### config.mk
export PLATFORM = sky130hd
export DESIGN_NAME = gb_frame_capture
export DESIGN_NICKNAME = d
export VERILOG_FILES = /design/src/rtl/gb_frame_capture.sv
export SDC_FILE = /design/constraint.sdc
export NUM_CORES = 1
export LEC_CHECK = 0
export ABC_AREA = 1
export BUFFER_PORTS_ARGS = -buffer_cell sky130_fd_sc_hd__buf_2
export CORE_UTILIZATION = 35
export CTS_CLUSTER_DIAMETER = 40
export DETAILED_ROUTE_END_ITERATION = 10
export GPL_ROUTABILITY_DRIVEN = 0
export PLACE_DENSITY_LB_ADDON = 0.1
export SYNTH_ARGS = -nofsm -noshare
export SYNTH_HDL_FRONTEND = slang
export SYNTH_SLANG_ARGS = --single-unit
### constraint.sdc
create_clock -name clk -period 8.5 [get_ports clk]
set_clock_uncertainty 0.15 [all_clocks]
set_input_delay 1.275 -clock clk [delete_from_list [all_inputs] [get_ports clk]]
set_output_delay 1.275 -clock clk [all_outputs]
set_load 0.01 [all_outputs]
### src/rtl/gb_frame_capture.sv
// gb_frame_capture: packs the 2-bit DMG pixel stream four pixels per byte and
// writes the 160x144 frame into a byte-wide framebuffer. A small FIFO
// decouples pixel arrival from framebuffer wait states.
//
// state   | meaning
// S_IDLE  | no write in flight, waiting for the FIFO to hold an entry
// S_WRITE | FB_WR asserted, FB_ADDR/FB_DATA held until the memory accepts
module gb_frame_capture #(
  parameter int H_PIXELS   = 160,
  parameter int V_LINES    = 144,
  parameter int ADDR_W     = 13,
  parameter int BASE_ADDR  = 0,
  parameter int FIFO_DEPTH = 8
) (
  input  logic              clk,
  input  logic              rst,
  input  logic              PX_VALID,
  input  logic [1:0]        LD,
  input  logic              VSYNC,
  output logic [ADDR_W-1:0] FB_ADDR,
  output logic [7:0]        FB_DATA,
  output logic              FB_WR,
  input  logic              FB_WAIT,
  output logic              FRAME_DONE,
  output logic              OVERFLOW
);

  localparam int XW = $clog2(H_PIXELS);
  localparam int YW = $clog2(V_LINES);
  localparam int PW = $clog2(FIFO_DEPTH);
  localparam int CW = PW + 1;
  localparam int EW = ADDR_W + 9;   // {addr, byte, last}

  typedef enum logic {S_IDLE, S_WRITE} state_t;

  logic [XW-1:0]     x_q, x_d, x_b;
  logic [YW-1:0]     y_q, y_d, y_b;
  logic [1:0]        pack_q, pack_d, pack_b;
  logic [5:0]        shift_q, shift_d;
  logic [ADDR_W-1:0] word_q, word_d, word_b;
  logic              push, is_last;
  logic [EW-1:0]     push_entry;

  logic [EW-1:0]     fifo_mem [FIFO_DEPTH];
  logic [CW-1:0]     wr_ptr_q, wr_ptr_d, rd_ptr_q, rd_ptr_d, count;
  logic [PW-1:0]     rd_idx, rd_idx_nxt;
  logic [EW-1:0]     head, next_entry;
  logic              empty, full, pop, push_ok, drop;
  logic              ov_q, ov_d;

  state_t            state_q, state_d;
  logic [ADDR_W-1:0] addr_q, addr_d;
  logic [7:0]        data_q, data_d;
  logic              last_q, last_d;
  logic              fd_q, fd_d;

  // Pixel counting and packing; VSYNC restarts the frame before the pixel
  // of the same cycle is counted, so that pixel lands at (0,0).
  always_comb begin
    x_b        = VSYNC ? '0 : x_q;
    y_b        = VSYNC ? '0 : y_q;
    pack_b     = VSYNC ? '0 : pack_q;
    word_b     = VSYNC ? '0 : word_q;
    x_d        = x_b;
    y_d        = y_b;
    pack_d     = pack_b;
    word_d     = word_b;
    shift_d    = shift_q;
    push       = 1'b0;
    is_last    = 1'b0;
    push_entry = '0;
    if (PX_VALID) begin
      shift_d = {shift_q[3:0], LD};
      pack_d  = pack_b + 2'd1;
      if (x_b == XW'(H_PIXELS - 1)) begin
        x_d = '0;
        y_d = (y_b == YW'(V_LINES - 1)) ? '0 : y_b + YW'(1);
      end else begin
        x_d = x_b + XW'(1);
      end
      if (pack_b == 2'd3) begin
        push       = 1'b1;
        is_last    = (x_b == XW'(H_PIXELS - 1)) && (y_b == YW'(V_LINES - 1));
        push_entry = {ADDR_W'(BASE_ADDR) + word_b, shift_q, LD, is_last};
        // the word counter advances even if the byte is dropped, keeping
        // later addresses aligned with their pixels
        word_d     = is_last ? '0 : word_b + ADDR_W'(1);
      end
    end
  end

  // Pixel-side registers.
  always_ff @(posedge clk or negedge rst) begin
    if (!rst) begin
      x_q     <= '0;
      y_q     <= '0;
      pack_q  <= '0;
      shift_q <= '0;
      word_q  <= '0;
    end else begin
      x_q     <= x_d;
      y_q     <= y_d;
      pack_q  <= pack_d;
      shift_q <= shift_d;
      word_q  <= word_d;
    end
  end

  // FIFO status; a push into a full FIFO survives only if the head pops
  // on the same edge.
  always_comb begin
    count      = wr_ptr_q - rd_ptr_q;
    empty      = (count == '0);
    full       = (count == CW'(FIFO_DEPTH));
    rd_idx     = rd_ptr_q[PW-1:0];
    rd_idx_nxt = rd_idx + PW'(1);
    head       = fifo_mem[rd_idx];
    next_entry = fifo_mem[rd_idx_nxt];
    push_ok    = push && (!full || pop);
    drop       = push && full && !pop;
    wr_ptr_d   = push_ok ? wr_ptr_q + CW'(1) : wr_ptr_q;
    rd_ptr_d   = pop ? rd_ptr_q + CW'(1) : rd_ptr_q;
    ov_d       = VSYNC ? 1'b0 : (ov_q | drop);
  end

  // FIFO storage; contents need no reset since the pointers gate them.
  always_ff @(posedge clk) begin
    if (push_ok) fifo_mem[wr_ptr_q[PW-1:0]] <= push_entry;
  end

  // FIFO pointers and sticky overflow flag.
  always_ff @(posedge clk or negedge rst) begin
    if (!rst) begin
      wr_ptr_q <= '0;
      rd_ptr_q <= '0;
      ov_q     <= 1'b0;
    end else begin
      wr_ptr_q <= wr_ptr_d;
      rd_ptr_q <= rd_ptr_d;
      ov_q     <= ov_d;
    end
  end

  // Writer next-state: load head, hold during wait, pop on acceptance and
  // chain straight into the next entry if one remains.
  always_comb begin
    state_d = state_q;
    addr_d  = addr_q;
    data_d  = data_q;
    last_d  = last_q;
    fd_d    = 1'b0;
    pop     = 1'b0;
    unique case (state_q)
      S_IDLE: begin
        if (!empty) begin
          addr_d  = head[EW-1:9];
          data_d  = head[8:1];
          last_d  = head[0];
          state_d = S_WRITE;
        end
      end
      S_WRITE: begin
        if (!FB_WAIT) begin
          pop  = 1'b1;
          fd_d = last_q;
          if (count > CW'(1)) begin
            addr_d = next_entry[EW-1:9];
            data_d = next_entry[8:1];
            last_d = next_entry[0];
          end else begin
            state_d = S_IDLE;
          end
        end
      end
      default: state_d = S_IDLE;
    endcase
  end

  // Writer state and output registers.
  always_ff @(posedge clk or negedge rst) begin
    if (!rst) begin
      state_q <= S_IDLE;
      addr_q  <= '0;
      data_q  <= '0;
      last_q  <= 1'b0;
      fd_q    <= 1'b0;
    end else begin
      state_q <= state_d;
      addr_q  <= addr_d;
      data_q  <= data_d;
      last_q  <= last_d;
      fd_q    <= fd_d;
    end
  end

  assign FB_WR      = (state_q == S_WRITE);
  assign FB_ADDR    = addr_q;
  assign FB_DATA    = data_q;
  assign FRAME_DONE = fd_q;
  assign OVERFLOW   = ov_q;

endmodule

==> results_dict.tcl, run 1 <==
set metrics [dict create \
    status "complete, no violations" \
    yosys.area.top_type_share 0.405 \
    nFillCells 3618 \
    post-place-ws_ns 3.69 \
    worst_slew_pin_slew_ns 1.24 \
    cts.sinks 246 \
    relSlewSlack 0.175 \
    fin_ws_ns 4.34 \
    hold_viol 0 \
    grt_start_max_net_pins 118 \
    crit_top_cell "nand2_1" \
    clkTransAtPathRegs_ns 0.05 \
    regToRegSetupSlack_ns 4.36 \
    worstPathRequired_ns 8.51 \
    p_per_area_nw_per_um2 365 \
    synth_edf_count 176 \
    crit_path_start_kind "input port" \
    drive_above_1_share 0.101 \
    drt_iter0_drc 702 \
    synthTopCellsByArea "edfxtp_1 40%, nand2_1 16%, dfrtp_1 13%" \
    end_kind "flop" \
    netlist_area_um2 13100 \
    die-area_um2 38100 \
    p_int_mw 3.23 \
    finalMaxSlewViolations 0 \
    hp-class "reg -> reg" \
    num_rows 70 \
    cts_made_buffers 47 \
    crit_family "simple AND/OR/NAND/NOR gates" \
    grt_overflow 0 \
    regArea_um2 7040 \
    ios 31 \
    placed_cell_area_um2 13500 \
    path_class "in -> reg" \
    synth-seq-cells 246 \
    arrival_ns 4.17 \
    finish.instance_area_um2 15200 \
    synthToLayoutAreaGrowth_pct 16.1 \
    grt_usage 0.195 \
    yosys_warnings 0 \
    ys.flop_type "edfxtp_1" \
    ctsRootBufferMaster "clkbuf_16" \
    setup_viol_count_final 0 \
    syn_area_per_cell_um2 8.11 \
    antenna_found_initial 0 \
    numPortBuffers 30 \
    synth-seq-area-share 0.539 \
    yosysUniqueCellTypes 37 \
    p_leak_nw 7.06 \
    dp_hpwl_mm 22.8 \
    crit_buf_inv 4 \
    postCtsHoldBufs 0 \
    wl_mm 35.6 \
    synthTopCellsByCount "552 x nand2_1, 334 x nand3_1, 229 x inv_1" \
    h-tree-depth 2 \
    fp.dieW_um 195 \
    p_clk_frac 0.341 \
    vias_per_cell 4.86 \
    sw_frac_of_total 0.415 \
    synth_top_cell_by_area "edfxtp_1" \
    synth-async-reset-ratio 0.285 \
    initial_utilization 0.356 \
    dr.pass1.iters 5 \
    postCtsSetupRepairBufs 0 \
    peakVddDrop_mv 0.211 \
    num_vias 10300 \
    max_freq_mhz 240 \
    finalCriticalPeriod_ns 4.16 \
    critPathMaxStageDelay_ns 0.92 \
    crit_fanout 28 \
    cp_cell_sequence "buf_2 -> clkinv_4 -> nand2_1 -> inv_1 -> ha_1 -> nand2_1 -> clkinv_2 -> nand3_1 -> nor2_2" \
    crit_slowest_cell "nor2_2" \
    drcViolationCount 0 \
    finalPower_mw 5.52 \
    syn-instance-count 1610 \
    combPwrFrac 0.396 \
    core_region_area_um2 36700 \
    multi_input_area_um2 4710 \
    fin_nets 1639 \
    num_antenna_cells 0 \
    die_h_um 195 \
    clk_path_buf_depth 3 \
    ant_nets 0 \
    rsz0062_at_grt "no" \
    cts_resized 0 \
    syn_nets 1627 \
    wl_per_cell_um 16.7 \
    switchingPower_mw 2.29 \
    cts_tree "yes" \
    tns_ns 0 \
    grt_pass1_vias 9946 \
    yosysMostFrequentCell "nand2_1" \
    seqPwrFrac 0.263 \
    fin_crit_sh 0.490 \
    insertion_delay_ns 0.57 \
    max-cap-violations 0 \
    grt_first_pass_wirelength_mm 57.0 \
]
## area by class of cell
cell class,instances,share of cell area
sequential,246,0.465
multi-input combinational,1040,0.311
clock buffer,59,0.0860
inverter,241,0.0604
tap,468,0.0386
clock inverter,29,0.0213
timing repair buffer,46,0.0180
## per-stage QoR
step,hold slack (ns),utilization,std cells
floorplan,0.292,-,1610
global placement,0.305,0.369,2041
detailed placement,0.310,0.369,2041
CTS,0.322,0.413,2129
global route,0.336,0.413,2129
finish,0.317,0.413,2129
## power by group through the flow
stage / Clock [mW] / Combinational, mW / Sequential (mW)
2_1_floorplan: 0 / 1.55 / 1.45
3_3_place_gp: 0 / 2.16 / 1.48
3_5_place_dp: 0 / 2.19 / 1.48
4_1_cts: 1.93 / 2.19 / 1.45
5_1_grt: 1.98 / 2.47 / 1.47
6_report: 1.88 / 2.19 / 1.45
## path summary, 6_finish.rpt
check                             endpoint   startpoint  cells after the start
min in group asynchronous       word_q[11]          rst                      1
hold reg to reg                FB_ADDR[12]  FB_ADDR[12]                      2
max in group asynchronous      rd_ptr_q[0]          rst                      2
hold / removal                 FB_ADDR[12]  FB_ADDR[12]                      2
setup / recovery           fifo_mem[6][14]        VSYNC                      9
setup reg to reg           fifo_mem[6][14]  rd_ptr_q[2]                     10
## flip-flops by register name (all words and copies together), names as in the netlist, 6 cells and up
signal	flops
fifo_mem	176
FB_ADDR	13
word_q	13
FB_DATA	8
x_q	8
y_q	8
shift_q	6
## kinds of logic after synthesis
| family | share of synthesized area |
|---|---|
| AOI/OAI and AO/OA | 0.00815 |
| xor gates and xnor gates | 0.0119 |
| adders and majority gates | 0.0102 |
| buffers and inverters | 0.102 |
| DFF | 0.539 |
| and+or+nand+nor | 0.328 |
## routing by layer
metal | global-route usage | wire [um] | vias to the layer above
met2 | 0.295 | 15400 | 261
met1 | 0.283 | 17400 | 4850
li1 | - | - | 5172
met3 | 0.0380 | 2010 | 66
met4 | 0.0569 | 787 | 0
met5 | 0 | 0 | -
## placed cells by master (no fill, tap or decap), types with 6 or more instances in the layout
cell,Yosys,routed
nand2_1,552,552
nand3_1,334,334
inv_1,229,229
edfxtp_1,176,176
dfrtp_1,70,68
nor2_1,69,64
clkbuf_16,0,49
buf_2,50,29
buf_4,9,17
o21ai_0,14,14
nand4_1,11,11
nor2_2,5,10
ha_1,9,9
clkinv_2,1,8
xor2_1,7,7
xnor2_1,7,7
inv_2,7,6
clkbuf_1,11,6
## worst min-delay path, stage by stage, from the launching register on
cell and delay, ns:
dfrtp_1 0.33, nand2_1 0.05, nand2_1 0.05
No activity file was read; power rests on OpenSTA's default activity.
==> inputs of run 2 (changes only) <==
clock period = 4.1 ns   (was 8.5 ns; I/O delays follow)
==> run 2 against run 1 <==
Net effect: setup slack got worse by 3.4 ns; routed wire length increased by 4.3%; clock power grew 100%; utilization rose by 0.16 points; sequential power grew 110%; critical path depth rose by 2; via count rose by 1.3%; die area unchanged; critical endpoint is now FB_ADDR[11]; highest routed layer unchanged.
==> results_dict.tcl, run 2 (same netlist as run 1, synthesis figures left out) <==
set metrics [dict create \
    wl_mm 37.1 \
    finish.instance_area_um2 15200 \
    cts_tree "yes" \
    reg2reg_from "rd_ptr_q[0]" \
    placed_cell_area_um2 13600 \
    final_cells 2133 \
    p_clk_frac 0.332 \
    combPwrFrac 0.408 \
    fin_ws_ns 0.893 \
    crit_path_start_kind "flop" \
    worstHoldPathCells 3 \
    relSlewSlack 0.364 \
    tns_ns 0 \
    hold_viol 0 \
    final_common_cell "nand2_1" \
    max_freq_mhz 312 \
    arrival_ns 3.49 \
    path_class "reg -> reg" \
    sw_frac_of_total 0.421 \
    drt_iter0_drc 871 \
    fin_crit_sh 0.782 \
    vias_per_cell 4.91 \
    finalPower_mw 11.4 \
    max-cap-violations 0 \
    initial_utilization 0.356 \
    dr.pass1.iters 6 \
    end_kind "flop" \
    postCtsSetupRepairBufs 0 \
    post-place-ws_ns 0.870 \
    grt_overflow 0 \
    die-area_um2 38100 \
    largest_register_ffs 176 \
    h-tree-depth 2 \
    grt_usage 0.200 \
    p_leak_nw 7.07 \
    die_h_um 195 \
    crit_fanout 36 \
    dp_cells 2051 \
    synthToLayoutAreaGrowth_pct 16.5 \
    wl_per_cell_um 17.4 \
    finalMaxSlewViolations 0 \
    rsz0062_at_grt "no" \
    dp_hpwl_mm 21.4 \
    ios 31 \
    hp-class "in -> reg" \
    drive_above_1_share 0.104 \
    num_rows 70 \
    cts.sinks 246 \
    worst_slew_pin_slew_ns 0.947 \
    status "complete, no violations" \
    num_vias 10500 \
    switchingPower_mw 4.82 \
    setup_viol_count_final 0 \
    peakVddDrop_mv 0.426 \
    grt_start_max_net_pins 147 \
    worstPathRequired_ns 4.39 \
    cts_made_buffers 44 \
    grt_first_pass_wirelength_mm 58.2 \
    finalCriticalPeriod_ns 3.21 \
    insertion_delay_ns 0.56 \
    numPortBuffers 30 \
    p_int_mw 6.63 \
    drcViolationCount 0 \
    num_antenna_cells 0 \
    grt_pass1_vias 10200 \
    postCtsHoldBufs 1 \
    p_per_area_nw_per_um2 753 \
    fp.dieW_um 195 \
    seqPwrFrac 0.261 \
    ctsRootBufferMaster "clkbuf_16" \
    regToRegSetupSlack_ns 0.89 \
    final_cell_mix "552 x nand2_1, 334 x nand3_1, 229 x inv_1" \
    worst_hold_slack_ns 0.156 \
    core_region_area_um2 36700 \
    antenna_found_initial 0 \
    crit_start "rd_ptr_q[0]" \
    clk_path_buf_depth 3 \
    r2r-end "FB_ADDR[11]" \
    min-delay-start "LD[0]" \
    fin_nets 1647 \
    cts_resized 0 \
    post-route-util 0.414 \
    ant_nets 0 \
    reg2regPathDepth 11 \
    critPathCapture "FB_ADDR[11]" \
    clkTransAtPathRegs_ns 0.06 \
]
## run 2: cell types whose count changed in the layout (fill, tap and decap cells not counted), moves of 2 or more
cell	previous run	this run
clkinv_2	8	5
clkinv_16	0	2
buf_12	0	2
clkbuf_16	49	45
clkinvlp_4	2	6
bufinv_16	4	6
clkinv_1	4	6
clkbuf_8	4	0
clkbuf_1	6	2
buf_4	17	25
## run 2: power groups by stage
| stage | Combinational (mW) | Sequential, mW | Clock (mW) |
|---|---|---|---|
| after floorplan | 3.22 | 3.01 | 0 |
| after global placement | 4.64 | 3.03 | 0 |
| after detailed placement | 4.65 | 3.03 | 0 |
| after CTS | 4.67 | 2.99 | 3.89 |
| after global routing | 5.17 | 3.01 | 3.99 |
| final | 4.67 | 2.98 | 3.80 |
## run 2: worst min-delay path by stage
stage | endpoint | slack [ns]
2_1_floorplan | FB_ADDR[0] | 0.17
3_3_place_gp | shift_q[1] | 0.31
3_5_place_dp | shift_q[1] | 0.31
4_1_cts | shift_q[1] | 0.14
5_1_grt | shift_q[1] | 0.17
6_report | shift_q[0] | 0.16
## run 2: cell type report
type,instances,area [um^2]
Multi-Input combinational cell,1040,4710
Timing Repair Buffer,57,383
Clock buffer,47,1130
Sequential cell,246,7040
Fill cell,3603,21500
Inverter,241,916
Tap cell,468,586
Clock inverter,34,440
## run 2: critical path, cell delays in order (launching register included)
cell and delay (ns):
dfrtp_4 0.72, ha_1 0.24, inv_1 0.06, fa_1 0.37, xnor2_1 0.16, nand2_1 0.08
nor2_1 0.14, nand2_1 0.08, nand2_2 0.37, inv_1 0.45, nand2_1 0.19, nand2_1 0.06
## run 2: metal layers
metal  track usage  routed length [um]  share of wire
met1         0.272               17500           0.47
met2         0.321               16800           0.45
met3        0.0358                1980          0.053
met5             0                   0              0
met4        0.0674                 849          0.023
